==> src/rtl/jpeg_decoder_input_ctrl.sv <==
// jpeg_decoder_input_ctrl
// Fill controller for the JPEG input FIFO. A start command (byte address,
// byte length) is turned into word-aligned burst read requests. FIFO space
// is reserved for every burst when it is issued, so returned beats can always
// be pushed. The FIFO is flushed when a job starts and when a job is aborted.
//
// Optional build macro JPEG_DECODER_INPUT_CTRL_4K_EN: when defined, bursts are
// clipped so that no request crosses a 4 KB address boundary.

module jpeg_decoder_input_ctrl #(
    parameter int BURST_WORDS     = 16,
    parameter int FIFO_DEPTH      = 1024,
    parameter int MAX_OUTSTANDING = 2
) (
    input  logic        clk_i,
    input  logic        rst_ni,
    input  logic        start_i,
    input  logic        abort_i,
    input  logic [31:0] src_addr_i,
    input  logic [31:0] src_len_i,
    output logic        busy_o,
    output logic        done_o,
    output logic        req_valid_o,
    input  logic        req_accept_i,
    output logic [31:0] req_addr_o,
    output logic [7:0]  req_len_o,
    input  logic        resp_valid_i,
    input  logic [31:0] resp_data_i,
    input  logic        resp_last_i,
    output logic        resp_accept_o,
    output logic [31:0] fifo_data_o,
    output logic        fifo_push_o,
    input  logic        fifo_accept_i,
    input  logic [10:0] fifo_level_i,
    output logic        fifo_flush_o
);

    // DONE and AFLUSH are one-cycle states that carry the done and
    // abort-flush pulses while busy_o is still high.
    localparam logic [2:0] S_IDLE   = 3'd0;
    localparam logic [2:0] S_FLUSH  = 3'd1;
    localparam logic [2:0] S_ISSUE  = 3'd2;
    localparam logic [2:0] S_DRAIN  = 3'd3;
    localparam logic [2:0] S_DONE   = 3'd4;
    localparam logic [2:0] S_ABORT  = 3'd5;
    localparam logic [2:0] S_AFLUSH = 3'd6;

    logic [2:0]  state_r;
    logic [2:0]  state_nxt_s;
    logic [31:0] addr_r;
    logic [30:0] remaining_r;
    logic [11:0] inflight_r;
    logic [2:0]  outstanding_r;
    logic        req_valid_r;
    logic [31:0] req_addr_r;
    logic [7:0]  req_len_r;
    logic        busy_r;
    logic        done_r;
    logic        flush_r;

    logic [8:0]  len_s;
    logic        fit_s;
    logic        can_issue_s;
    logic        req_fire_s;
    logic [8:0]  fire_len_s;
    logic        resp_accept_s;
    logic        push_s;
    logic        beat_s;
    logic        last_s;
    logic        job_start_s;
    logic [32:0] words_sum_s;
    logic [30:0] words_s;
    logic        inflight_dec_s;
    logic        outstanding_dec_s;
    logic        unused_s;

`ifdef JPEG_DECODER_INPUT_CTRL_4K_EN
    logic [10:0] words_to_4k_s;
`endif

    // Low address bits carry no information: the job start is word aligned.
    assign unused_s = ^src_addr_i[1:0];

    // Job length rounded up to whole words; 33 bits so a length near 4 GB cannot wrap.
    assign words_sum_s = {1'b0, src_len_i} + 33'd3;
    assign words_s     = words_sum_s[32:2];

    assign job_start_s = (state_r == S_IDLE) && (state_nxt_s == S_FLUSH);
    assign req_fire_s  = req_valid_r & req_accept_i;
    assign fire_len_s  = {1'b0, req_len_r} + 9'd1;

    // Length of the next burst: BURST_WORDS or whatever is left, optionally clipped at 4 KB.
    always_comb begin
        if (remaining_r < 31'(BURST_WORDS)) begin
            len_s = remaining_r[8:0];
        end else begin
            len_s = 9'(BURST_WORDS);
        end
`ifdef JPEG_DECODER_INPUT_CTRL_4K_EN
        words_to_4k_s = 11'd1024 - {1'b0, addr_r[11:2]};
        if ({2'b00, len_s} > words_to_4k_s) begin
            len_s = words_to_4k_s[8:0];
        end else begin
            len_s = len_s;
        end
`endif
    end

    // FIFO reservation: current occupancy plus words already promised plus this burst.
    assign fit_s = ({21'd0, fifo_level_i} + {20'd0, inflight_r} + {23'd0, len_s})
                   <= 32'(FIFO_DEPTH - 1);

    // A new request is loaded only when none is pending, so a pending one stays stable.
    assign can_issue_s = (state_r == S_ISSUE) && !abort_i && !req_valid_r
                         && (remaining_r != 31'd0)
                         && ({29'd0, outstanding_r} < 32'(MAX_OUTSTANDING))
                         && fit_s;

    // Response path: pass-through to the FIFO normally, swallow beats while aborting.
    always_comb begin
        case (state_r)
            S_IDLE: begin
                resp_accept_s = 1'b0;
                push_s        = 1'b0;
            end
            S_ABORT, S_AFLUSH: begin
                resp_accept_s = 1'b1;
                push_s        = 1'b0;
            end
            default: begin
                resp_accept_s = fifo_accept_i;
                push_s        = resp_valid_i & fifo_accept_i;
            end
        endcase
    end

    assign beat_s            = resp_valid_i & resp_accept_s;
    assign last_s            = beat_s & resp_last_i;
    assign inflight_dec_s    = beat_s && (inflight_r != 12'd0);
    assign outstanding_dec_s = last_s && (outstanding_r != 3'd0);

    // Next-state selection; abort wins over everything in the active states.
    always_comb begin
        state_nxt_s = state_r;
        case (state_r)
            S_IDLE: begin
                if (start_i && !abort_i) begin
                    state_nxt_s = S_FLUSH;
                end else begin
                    state_nxt_s = S_IDLE;
                end
            end
            S_FLUSH: begin
                if (abort_i) begin
                    state_nxt_s = S_ABORT;
                end else begin
                    state_nxt_s = S_ISSUE;
                end
            end
            S_ISSUE: begin
                if (abort_i) begin
                    state_nxt_s = S_ABORT;
                end else if (remaining_r == 31'd0) begin
                    state_nxt_s = S_DRAIN;
                end else begin
                    state_nxt_s = S_ISSUE;
                end
            end
            S_DRAIN: begin
                if (abort_i) begin
                    state_nxt_s = S_ABORT;
                end else if ((inflight_r == 12'd0) && (outstanding_r == 3'd0)) begin
                    state_nxt_s = S_DONE;
                end else begin
                    state_nxt_s = S_DRAIN;
                end
            end
            S_DONE: begin
                state_nxt_s = S_IDLE;
            end
            S_ABORT: begin
                if (!req_valid_r && (outstanding_r == 3'd0)) begin
                    state_nxt_s = S_AFLUSH;
                end else begin
                    state_nxt_s = S_ABORT;
                end
            end
            S_AFLUSH: begin
                state_nxt_s = S_IDLE;
            end
            default: begin
                state_nxt_s = S_IDLE;
            end
        endcase
    end

    // State register with status outputs decoded from the next state.
    always_ff @(posedge clk_i or negedge rst_ni) begin
        if (!rst_ni) begin
            state_r <= S_IDLE;
            busy_r  <= 1'b0;
            done_r  <= 1'b0;
            flush_r <= 1'b0;
        end else begin
            state_r <= state_nxt_s;
            busy_r  <= (state_nxt_s != S_IDLE);
            done_r  <= (state_nxt_s == S_DONE);
            flush_r <= (state_nxt_s == S_FLUSH) || (state_nxt_s == S_AFLUSH);
        end
    end

    // Job bookkeeping: address cursor, words left, reserved words and open bursts.
    always_ff @(posedge clk_i or negedge rst_ni) begin
        if (!rst_ni) begin
            addr_r        <= 32'd0;
            remaining_r   <= 31'd0;
            inflight_r    <= 12'd0;
            outstanding_r <= 3'd0;
        end else if (job_start_s) begin
            addr_r        <= {src_addr_i[31:2], 2'b00};
            remaining_r   <= words_s;
            inflight_r    <= 12'd0;
            outstanding_r <= 3'd0;
        end else begin
            if (req_fire_s) begin
                addr_r      <= addr_r + {21'd0, fire_len_s, 2'b00};
                remaining_r <= remaining_r - {22'd0, fire_len_s};
            end else begin
                addr_r      <= addr_r;
                remaining_r <= remaining_r;
            end
            inflight_r    <= inflight_r
                             + (req_fire_s ? {3'd0, fire_len_s} : 12'd0)
                             - (inflight_dec_s ? 12'd1 : 12'd0);
            outstanding_r <= outstanding_r
                             + {2'b00, req_fire_s}
                             - {2'b00, outstanding_dec_s};
        end
    end

    // Request register: held until accepted, reloaded only when idle.
    always_ff @(posedge clk_i or negedge rst_ni) begin
        if (!rst_ni) begin
            req_valid_r <= 1'b0;
            req_addr_r  <= 32'd0;
            req_len_r   <= 8'd0;
        end else if (req_fire_s) begin
            req_valid_r <= 1'b0;
        end else if (can_issue_s) begin
            req_valid_r <= 1'b1;
            req_addr_r  <= addr_r;
            req_len_r   <= 8'(len_s - 9'd1);
        end else begin
            req_valid_r <= req_valid_r;
        end
    end

    assign busy_o        = busy_r;
    assign done_o        = done_r;
    assign fifo_flush_o  = flush_r;
    assign req_valid_o   = req_valid_r;
    assign req_addr_o    = req_addr_r;
    assign req_len_o     = req_len_r;
    assign resp_accept_o = resp_accept_s;
    assign fifo_push_o   = push_s;
    assign fifo_data_o   = resp_data_i;

endmodule
==> config.mk <==
export PLATFORM = sky130hd
export DESIGN_NAME = jpeg_decoder_input_ctrl
export DESIGN_NICKNAME = d
export VERILOG_FILES = /design/src/rtl/jpeg_decoder_input_ctrl.sv
export SDC_FILE = /design/constraint.sdc
export NUM_CORES = 1
export LEC_CHECK = 0
export CORE_ASPECT_RATIO = 1.25
export CORE_MARGIN = 1.5
export CORE_UTILIZATION = 57
export CTS_BUF_LIST = sky130_fd_sc_hd__clkbuf_2
export CTS_CLUSTER_DIAMETER = 200
export DETAILED_ROUTE_END_ITERATION = 8
export HOLD_SLACK_MARGIN = 0.03
export PLACE_DENSITY_LB_ADDON = 0.25
export RECOVER_POWER = 25
export SLEW_MARGIN = 20
export SYNTH_ARGS = -nofsm -noshare
export SYNTH_HDL_FRONTEND = slang
export SYNTH_SLANG_ARGS = --single-unit
==> constraint.sdc <==
create_clock -name clk_i -period 7.6 [get_ports clk_i]
set_clock_uncertainty 0.05 [all_clocks]
set_input_delay 1.14 -clock clk_i [delete_from_list [all_inputs] [get_ports clk_i]]
set_output_delay 1.14 -clock clk_i [all_outputs]
set_load 0.03 [all_outputs]
==> impl_metrics.tcl <==
set metrics [dict create \
    async_flop_share 1.00 \
    internal-power_w 0.00205 \
    clockPowerShare 0.125 \
    cp.required_ns 8.16 \
    drt-wirelength-per-cell_um 15.8 \
    ys_seq_elements 121 \
    crit_family "simple AND/OR/NAND/NOR gates" \
    clock_latency_ns 0.71 \
    setup_viol 0 \
    grt_max_degree 87 \
    synth.distinct_cells 66 \
    min_path_type "reg2reg" \
    worstPathArrival_ns 5.31 \
    track_usage 0.259 \
    numCtsBuffers 17 \
    fin_nets 1208 \
    cts_tree "built" \
    die-area_sq_um 15700 \
    path_cells "nor4_2 > nand4_2 > nor2_2 > nand2_1 > fa_1 > inv_1 > ha_1 > fa_1 > a21o_1 > nand3_1 > a21oi_1 > o32a_1 > nor4_2 > buf_4 > mux2_2" \
    syn_inst 930 \
    row_count 49 \
    slowest_delay_ns 0.50 \
    layout_common_cells "clkdlybuf4s50_1 (123), dfrtp_1 (121), nand2_1 (107)" \
    clkSinkCount 121 \
    worst_slew_pin_slew_ns 3.49 \
    hold_buffers 0 \
    synth_top_area_frac 0.356 \
    whs_ns 0.477 \
    rsz0062_at_grt "false" \
    max_clock_freq_ghz 0.210 \
    fin_crit_ns 4.76 \
    gp_congestion 0.904 \
    crit_buf_inv 2 \
    cts_resized 0 \
    cp-start-kind "flop" \
    relSlewSlack -1.33 \
    swShare 0.434 \
    grt_pass1_wl_mm 32.1 \
    multi_input_area_sq_um 4890 \
    drt-total-wl_mm 19.2 \
    powerDensity_nw_per_um2 366 \
    synth-edff-count 0 \
    hold_viol 0 \
    cts_setup_buffers 0 \
    cp_max_fo 28 \
    slowest_stage "fa_1" \
    synth_ff_type "dfrtp_1" \
    setup-tns-final_ns 0 \
    synth_top_area_cell "dfrtp_1" \
    start_util 0.588 \
    cts.clk_slew.worst_paths_ns 0.16 \
    final_max_slew_viol_count 65 \
    final_area_sq_um 9910 \
    grt_pass1_vias 6796 \
    violations "design-rule violations, max-capacitance violations, max-slew violations" \
    pwr-share-seq 0.334 \
    end_kind "flop" \
    netlist_top_cells_area "dfrtp_1 (36%), ha_1 (8.4%), xor2_1 (6.0%)" \
    ir_drop_mv 0.236 \
    die_y_um 140 \
    place_hpwl_mm 14.0 \
    portBuffers 124 \
    cts_root_buf "clkbuf_2" \
    grt_overflow 0 \
    status "finished, violations left" \
    routed_via_density 5.55 \
    total_power_w 0.00363 \
    yosysSeqAreaShare 0.356 \
    die_w_um 112 \
    fillCellCount 1196 \
    seq_area_sq_um 3030 \
    maxCapViolations 1 \
    num_vias 6729 \
    yosys_warnings 0 \
    synth_area_sq_um 8510 \
    core_region_area_sq_um 14500 \
    htreeDepth 4 \
    clock_path_buffers 2 \
    syn_avg_cell_area_sq_um 9.15 \
    power_switching_w 0.00157 \
    drtIter0Drc 385 \
    syn_to_final_growth_pct 16.5 \
    firstDrtPassIters 8 \
    io_pins 193 \
    final_common_cell "clkdlybuf4s50_1" \
    antenna_left 0 \
    remaining_drc_errors 8 \
    place_area_sq_um 9650 \
    layout_worst_path_cycle_share 0.626 \
    antenna_found_initial 1 \
    crit_type "reg2reg" \
    drive_gt1_frac 0.0861 \
    pwr-share-comb 0.542 \
    p_leak_nw 4.34 \
]
[final timing paths]
| path | from | to | slack [ns] | depth (start not counted) |
|---|---|---|---|---|
| worst max-delay path | remaining_r[14] | req_addr_o[30] | 2.84 | 15 |
| worst min-delay path | req_addr_o[9] | req_addr_o[9] | 0.48 | 1 |
| worst max register to register | remaining_r[14] | req_addr_o[30] | 2.84 | 15 |
| worst min register to register | req_addr_o[9] | req_addr_o[9] | 0.48 | 1 |
| max in group asynchronous | rst_ni | addr_r[9] | 3.81 | 2 |
| min in group asynchronous | rst_ni | remaining_r[0] | 1.53 | 1 |
[synthesized netlist by cell type (all sizes together) (4+ instances only)]
cell,count
a21o,6
o21a,11
nor4,9
mux2i,8
dfrtp,121
nand3,36
clkbuf,20
nor2,62
xnor2,39
ha,57
or2,5
nand2,107
and2,11
a31oi,9
inv,60
o211ai,5
a21oi,40
and3,10
or3,5
nand2b,5
o21ai,55
a211oi,9
nor2b,8
nor4b,4
xor2,58
buf,43
and4,4
fa,14
mux2,33
nand4,18
or4,4
nor3,21
[registers in the layout, indices dropped and copies added (netlist names)]
signal and cells:
req_valid_o 1, done_o 1, remaining_r 31, outstanding_r 3, busy_o 1, inflight_r 12, addr_r 30, req_len_o 8
fifo_flush_o 1, req_addr_o 30, state_r 3
[worst reg2reg max path: stages, from the launching register on]
cell and delay [ns]:
dfrtp_1 0.48, nor4_2 0.42, nand4_2 0.29, nor2_2 0.34, nand2_1 0.16, fa_1 0.50
inv_1 0.04, ha_1 0.21, fa_1 0.37, a21o_1 0.16, nand3_1 0.08, a21oi_1 0.06
o32a_1 0.35, nor4_2 0.31, buf_4 0.43, mux2_2 0.41
[kinds of logic after synthesis]
family,count (synthesis),share of synthesized area
other,1,0.000441
and+or+nand+nor,320,0.188
adders and majority gates,71,0.117
AOI/OAI and AO/OA,156,0.113
xor gates and xnor gates,97,0.0999
buffers and inverters,123,0.0733
DFF,121,0.356
muxes,41,0.0531
[cell type report]
cell class,count,share of cell area
repair buffers,131,0.130
well taps,178,0.0225
flip-flops and latches,121,0.306
multi-input cells,691,0.493
clock inverters,11,0.0155
inverters,60,0.0227
clock buffers,20,0.0101
diodes,1,0.000253
[layer usage]
metal / part of all wire / track usage / wire (um)
met1: 0.43 / 0.312 / 8310
met2: 0.50 / 0.448 / 9500
met3: 0.041 / 0.0553 / 795
met4: 0.030 / 0.114 / 585
met5: 0 / 0 / 0
[per-stage QoR]
stage | cells | utilization | setup slack, ns
3_3_place_gp | 1181 | 0.667 | 2.84
3_5_place_dp | 1181 | 0.667 | 2.81
5_1_grt | 1213 | 0.685 | 2.51
2_1_floorplan | 935 | - | 3.37
6_report | 1213 | 0.685 | 2.84
4_1_cts | 1212 | 0.685 | 2.82
[power groups by stage]
| stage | sequential (W) | combinational (W) | clock (W) |
|---|---|---|---|
| 6_report | 0.00121 | 0.00196 | 0.000453 |
| 5_1_grt | 0.00125 | 0.00220 | 0.000491 |
| 4_1_cts | 0.00121 | 0.00196 | 0.000463 |
| 3_5_place_dp | 0.00122 | 0.00195 | 0 |
| 3_3_place_gp | 0.00121 | 0.00190 | 0 |
| 2_1_floorplan | 0.00132 | 0.00132 | 0 |
Note: power is estimated with default switching activity, not from simulation.
==> patch 1 (config.mk and constraints unchanged) <==
Build with the macro `JPEG_DECODER_INPUT_CTRL_4K_EN` defined.
--- a/src/rtl/jpeg_decoder_input_ctrl.sv
+++ b/src/rtl/jpeg_decoder_input_ctrl.sv
@@ -6,6 +6,8 @@
 //
 // Optional build macro JPEG_DECODER_INPUT_CTRL_4K_EN: when defined, bursts are
 // clipped so that no request crosses a 4 KB address boundary.
+
+`define JPEG_DECODER_INPUT_CTRL_4K_EN
 
 module jpeg_decoder_input_ctrl #(
     parameter int BURST_WORDS     = 16,
Formal check against the unedited RTL: not equivalent (Yosys sat finds a counterexample within 4 cycles, from zero or initial values and one cycle with rst_ni low).
==> patch 1 against the original RTL <==
  * Sequential cell count unchanged
  * Combinational power increased by 16%
  * Wire length up 9.0%
  * Design area increased by 6.0%
  * Largest power group unchanged
  * The run ends with max-capacitance violations, max-slew violations left
  * Synthesized cell count is 8.9% higher
  * Area after synthesis increased by 6.8%
  * Total power up 9.0%
  * Sequential share of layout area shrank 1.7 points
  * Worst setup slack got worse by 1.5 ns
==> patch 1: results (changes against the original RTL) <==
Setup path
  – Reg2Reg Capture Point: req_addr_o[9] (was req_addr_o[30])
  – Crit path largest cell delay: 0.58 ns (was 0.50 ns)
  – RR Startpoint: remaining_r[11] (was remaining_r[14])
  – R2r setup slk: 1.33 ns (was 2.84 ns)
  – WP data arrival: 6.79 ns (was 5.31 ns)
  – CP max FO: 51 (was 28)
  – Reg2Reg Depth: 19 (was 15)
  – Critical path's slowest cell: or4_4 (was fa_1)

Synth
  – Compound-Gate Fraction of Synth Area: 0.1252 (was 0.1128)
  – Seq/Total Area, Yosys: 0.3332 (was 0.3560)
  – Post-Synth XOR/XNOR Area: 0.1080 (was 0.09988)
  – List of most frequent post-synthesis cells: dfrtp_1 (121), nand2_1 (116), inv_1 (78) (was dfrtp_1 (121), nand2_1 (107), nor2_1 (61))
  – Most area-consuming cells after synthesis: dfrtp_1 (33%), ha_1 (9.2%), xnor2_1 (5.7%), xor2_1 (5.1%), nand2_1 (4.8%) (was dfrtp_1 (36%), ha_1 (8.4%), xor2_1 (6.0%), nand2_1 (4.7%), mux2_2 (4.4%))
  – Unique cell type count in the Yosys netlist: 65 (was 66)
  – Mux contribution to synthesized area: 0.04586 (was 0.05310)
  – Synth Area in Adders: 0.1231 (was 0.1168)

Placed design
  – Final GP Congestion: 0.9300 (was 0.9044)
  – Post-DP HPWL: 15.66 mm (was 14.03 mm)

Drt
  – Wire length per cell after detailed routing: 15.73 um (was 15.82 um)
  – Via count: 7515 (was 6729)
  – Iteration-0 DRC Markers: 438 (was 385)
  – DR pass1 iterations: 6 (was 8)
  – Remaining routing DRC violations: 0 (was 8)

Clock tree
  – Clock latency on the worst-skew pair: 0.69 ns (was 0.71 ns)
  – Clk slew on worst S/H paths: 0.23 ns (was 0.16 ns)

Final layout
  – # fillers: 1314 (was 1196)
  – Layout cell share with drive strength beyond 1: 0.07079 (was 0.08607)
  – Final net count: 1299 (was 1208)

STA
  – Worst slew pin tran: 2.656 ns (was 3.490 ns)
  – Hold_ws: 0.4484 ns (was 0.4770 ns)
  – Max-slew violations: 124 (was 65)

Min path
  – Hold Crit Depth: 2 (was 1)
  – Hold Path End: req_addr_o[2] (was req_addr_o[9])
  – Hold path start: req_addr_o[2] (was req_addr_o[9])

Global route
  – GRT Total Usage: 0.2616 (was 0.2594)
  – Global-route wire length before repair: 34.38 mm (was 32.11 mm)
  – Largest net degree at the start of global routing: 81 (was 87)
  – Vias in the first global route: 7228 (was 6796)

Status
  – Status: finished, violations left (unchanged)
  – Failing checks: max-capacitance violations, max-slew violations (was design-rule violations, max-capacitance violations, max-slew violations)

Power
  – Cell Int Power: 2.083 mW (was 2.051 mW)
  – Leakage dissipation: 4.568 nW (was 4.338 nW)
  – Max IR drop VDD: 0.0001246 V (was 0.0002358 V)

Run
  – Max Cap Viol: 2 (was 1)
patch 1: cell families (layout without fill, tap and decap cells):
group                    Yosys count  after routing
other                              1              7
multiplexers                      39             39
flip-flops                       121            121
AO/OA/AOI/OAI                    182            182
AND/OR/NAND/NOR                  335            335
buffers and inverters            142            240
XOR/XNOR                         112            112
adder cells (fa/ha/maj)           81             81
patch 1: stage by stage:
step / instances / worst slack [ns] / utilization / cell area, um^2
6_report: 1329 / 1.328 / 0.6741 / 10500
4_1_cts: 1328 / 1.365 / 0.6744 / 10500
5_1_grt: 1329 / 0.9486 / 0.6741 / 10500
2_1_floorplan: 1018 / 2.340 / - / 9105
3_5_place_dp: 1296 / 1.425 / 0.6597 / 10270
3_3_place_gp: 1296 / 1.539 / 0.6597 / 10270
patch 1: layout make-up:
class	count	area share
clock inverter	14	0.01323
antenna	1	0.0002384
clock buffer	18	0.008583
multi-input combinational	755	0.5146
sequential	121	0.2885
inverter	78	0.02789
tap	212	0.02527
timing repair buffer	130	0.1217
patch 1: power groups by stage:
stage | logic [mW] | clock network, mW | registers, mW
6_report | 2.27 | 0.416 | 1.26
5_1_grt | 2.54 | 0.452 | 1.30
4_1_cts | 2.27 | 0.425 | 1.26
3_5_place_dp | 2.25 | 0 | 1.28
3_3_place_gp | 2.18 | 0 | 1.26
2_1_floorplan | 1.54 | 0 | 1.36
patch 1: routing by layer:
layer / part of all wire / track usage / up-vias / wire, um
met2: 0.49 / 0.4387 / 236 / 10210
li1: - / - / 3655 / -
met3: 0.057 / 0.03982 / 45 / 1193
met5: 0 / 0 / - / 0
met4: 0.027 / 0.09820 / 0 / 570
met1: 0.43 / 0.3410 / 3579 / 8935
==> patch 2 (same settings) <==
Without the edit above. Put a register stage on the output `resp_accept_o`. The value now appears one clock later. The other outputs are not delayed to match.
--- a/src/rtl/jpeg_decoder_input_ctrl.sv
+++ b/src/rtl/jpeg_decoder_input_ctrl.sv
@@ -261,7 +261,9 @@
     assign req_valid_o   = req_valid_r;
     assign req_addr_o    = req_addr_r;
     assign req_len_o     = req_len_r;
-    assign resp_accept_o = resp_accept_s;
+    always_ff @(posedge clk_i) begin
+        resp_accept_o <= resp_accept_s;
+    end
     assign fifo_push_o   = push_s;
     assign fifo_data_o   = resp_data_i;
 
Function: changed (Yosys sat finds a counterexample within 4 cycles, from zero or initial values and one cycle with rst_ni low).
==> patch 2 against the original RTL <==
  * Wire length is 1.3% lower
  * Final cell count is 0.16% higher
  * Via count is 0.51% higher
  * Non-clock buffer count stayed put
  * Sequential cell count is 1 higher
  * Highest routed layer unchanged
  * Area after synthesis is 0.24% higher
  * The run still ends with design-rule violations, max-capacitance violations, max-slew violations left
  * Worst setup slack worse by 0.070 ns
  * Sequential share of layout area is 0.30 points higher
  * Total power is 2.5% lower
  * Largest power group unchanged
  * Core utilization is 0.51 points lower
  * Design area is 0.33% lower
  * Fmax is 1.5% lower
  * Synthesized cell count is 0.11% higher
==> patch 2: results (changes against the original RTL) <==
Final layout
  – Biggest register: remaining_r (unchanged)
  – Max reg flops: 31 (unchanged)
  – Non-filler cells, final: 1215 (was 1213)
  – Layout cell share with drive strength beyond 1: 0.08880 (was 0.08607)

Drt
  – Vias per cell: 5.566 (was 5.547)
  – Iteration-0 DRC Markers: 354 (was 385)
  – Total Wirelength: 18.94 mm (was 19.19 mm)
  – Remaining routing DRC violations: 11 (was 8)

STA
  – Worst relative slew slack: -1.665 (was -1.327)
  – Final setup margin: 2.774 ns (was 2.844 ns)
  – Max-slew violations: 75 (was 65)
  – Final Setup Violations: 0 (unchanged)

Synth
  – Unique cell type count in the Yosys netlist: 67 (was 66)
  – Most area-consuming cells after synthesis: dfrtp_1 (36%), ha_1 (8.4%), xor2_1 (6.0%), nand2_1 (4.7%), mux2_2 (4.4%) (unchanged)
  – Mapped Cells: 931 (was 930)
  – Synth async-reset ratio: 0.9918 (was 1.000)
  – Synth Warn #: 0 (unchanged)
  – Seq/Total Area, Yosys: 0.3575 (was 0.3560)

Min path
  – Hold Crit Depth: 1 (unchanged)
  – Hold path start: req_addr_o[6] (was req_addr_o[9])
  – HP Class: reg2reg (unchanged)

Status
  – Status: finished, violations left (unchanged)
  – Failing checks: design-rule violations, max-capacitance violations, max-slew violations (unchanged)

Clock tree
  – CTS Buf Count: 17 (unchanged)

Placed design
  – Post-DP HPWL: 13.91 mm (was 14.03 mm)
  – Final GP Congestion: 0.8814 (was 0.9044)
  – Dpl cell area: 9673 um^2 (was 9653 um^2)
  – DP Worst Slack: 2.772 ns (was 2.812 ns)

Setup path
  – Crit path largest cell delay: 0.50 ns (about the same)
  – WP data arrival: 5.38 ns (was 5.31 ns)
  – Reg2Reg Depth: 15 (unchanged)
  – Critical path's slowest cell: fa_1 (unchanged)
  – CP max FO: 29 (was 28)
  – Reg2Reg Capture Point: req_addr_o[13] (was req_addr_o[30])
  – WS Path Type: reg2reg (unchanged)

Global route
  – Global-route wire length before repair: 32.04 mm (was 32.11 mm)
  – Vias in the first global route: 6905 (was 6796)
  – GRT Total Usage: 0.2559 (was 0.2594)

Power
  – Max IR drop VDD: 0.0002468 V (was 0.0002358 V)
  – Cell Int Power: 1.962 mW (was 2.051 mW)
  – Leakage dissipation: 4.314 nW (was 4.338 nW)

Run
  – Max Cap Viol: 1 (unchanged)
==> patch 2: cell types whose count changed after synthesis <==
cell / before / now
dfxtp_1: 0 / 1
==> patch 2: layout make-up <==
type	instances	area, um^2
Tap cell	178	222.7
Inverter	60	225.2
Clock buffer	20	100.1
Sequential cell	122	3048
Timing Repair Buffer	131	1287
Multi-Input combinational cell	691	4886
Clock inverter	12	101.3
Fill cell	1188	4657
Antenna cell	1	2.502
==> patch 2: cells by family after synthesis <==
logic type,count (synthesis),share of synthesized area
AND/OR/NAND/NOR,320,0.1873
AO/OA/AOI/OAI,156,0.1126
buffers and inverters,123,0.07308
flip-flops,122,0.3575
XOR/XNOR,97,0.09965
adder cells (fa/ha/maj),71,0.1165
multiplexers,41,0.05298
other,1,0.0004398
==> patch 2: worst min-delay path by stage <==
stage,slack (ns),end
after detailed placement,0.44,req_addr_o[6]
after floorplan,0.45,req_addr_o[31]
after global placement,0.44,req_addr_o[5]
after CTS,0.48,req_addr_o[6]
final,0.48,req_addr_o[6]
after global routing,0.50,req_addr_o[2]
==> patch 2: power by group through the flow <==
stage	sequential (mW)	combinational (mW)	clock, mW
finish	1.21	1.96	0.367
global route	1.25	2.20	0.407
CTS	1.21	1.96	0.382
detailed placement	1.23	1.95	0
global placement	1.22	1.90	0
floorplan	1.33	1.31	0
==> patch 2: per-layer routing <==
metal / part of all wire / vias to the layer above / track usage / wire, um
met2: 0.52 / 149 / 0.4669 / 9780
met1: 0.42 / 3227 / 0.3007 / 7966
met3: 0.045 / 30 / 0.04965 / 855
met5: 0 / - / 0 / 0
met4: 0.018 / 0 / 0.08461 / 333
li1: - / 3357 / - / -
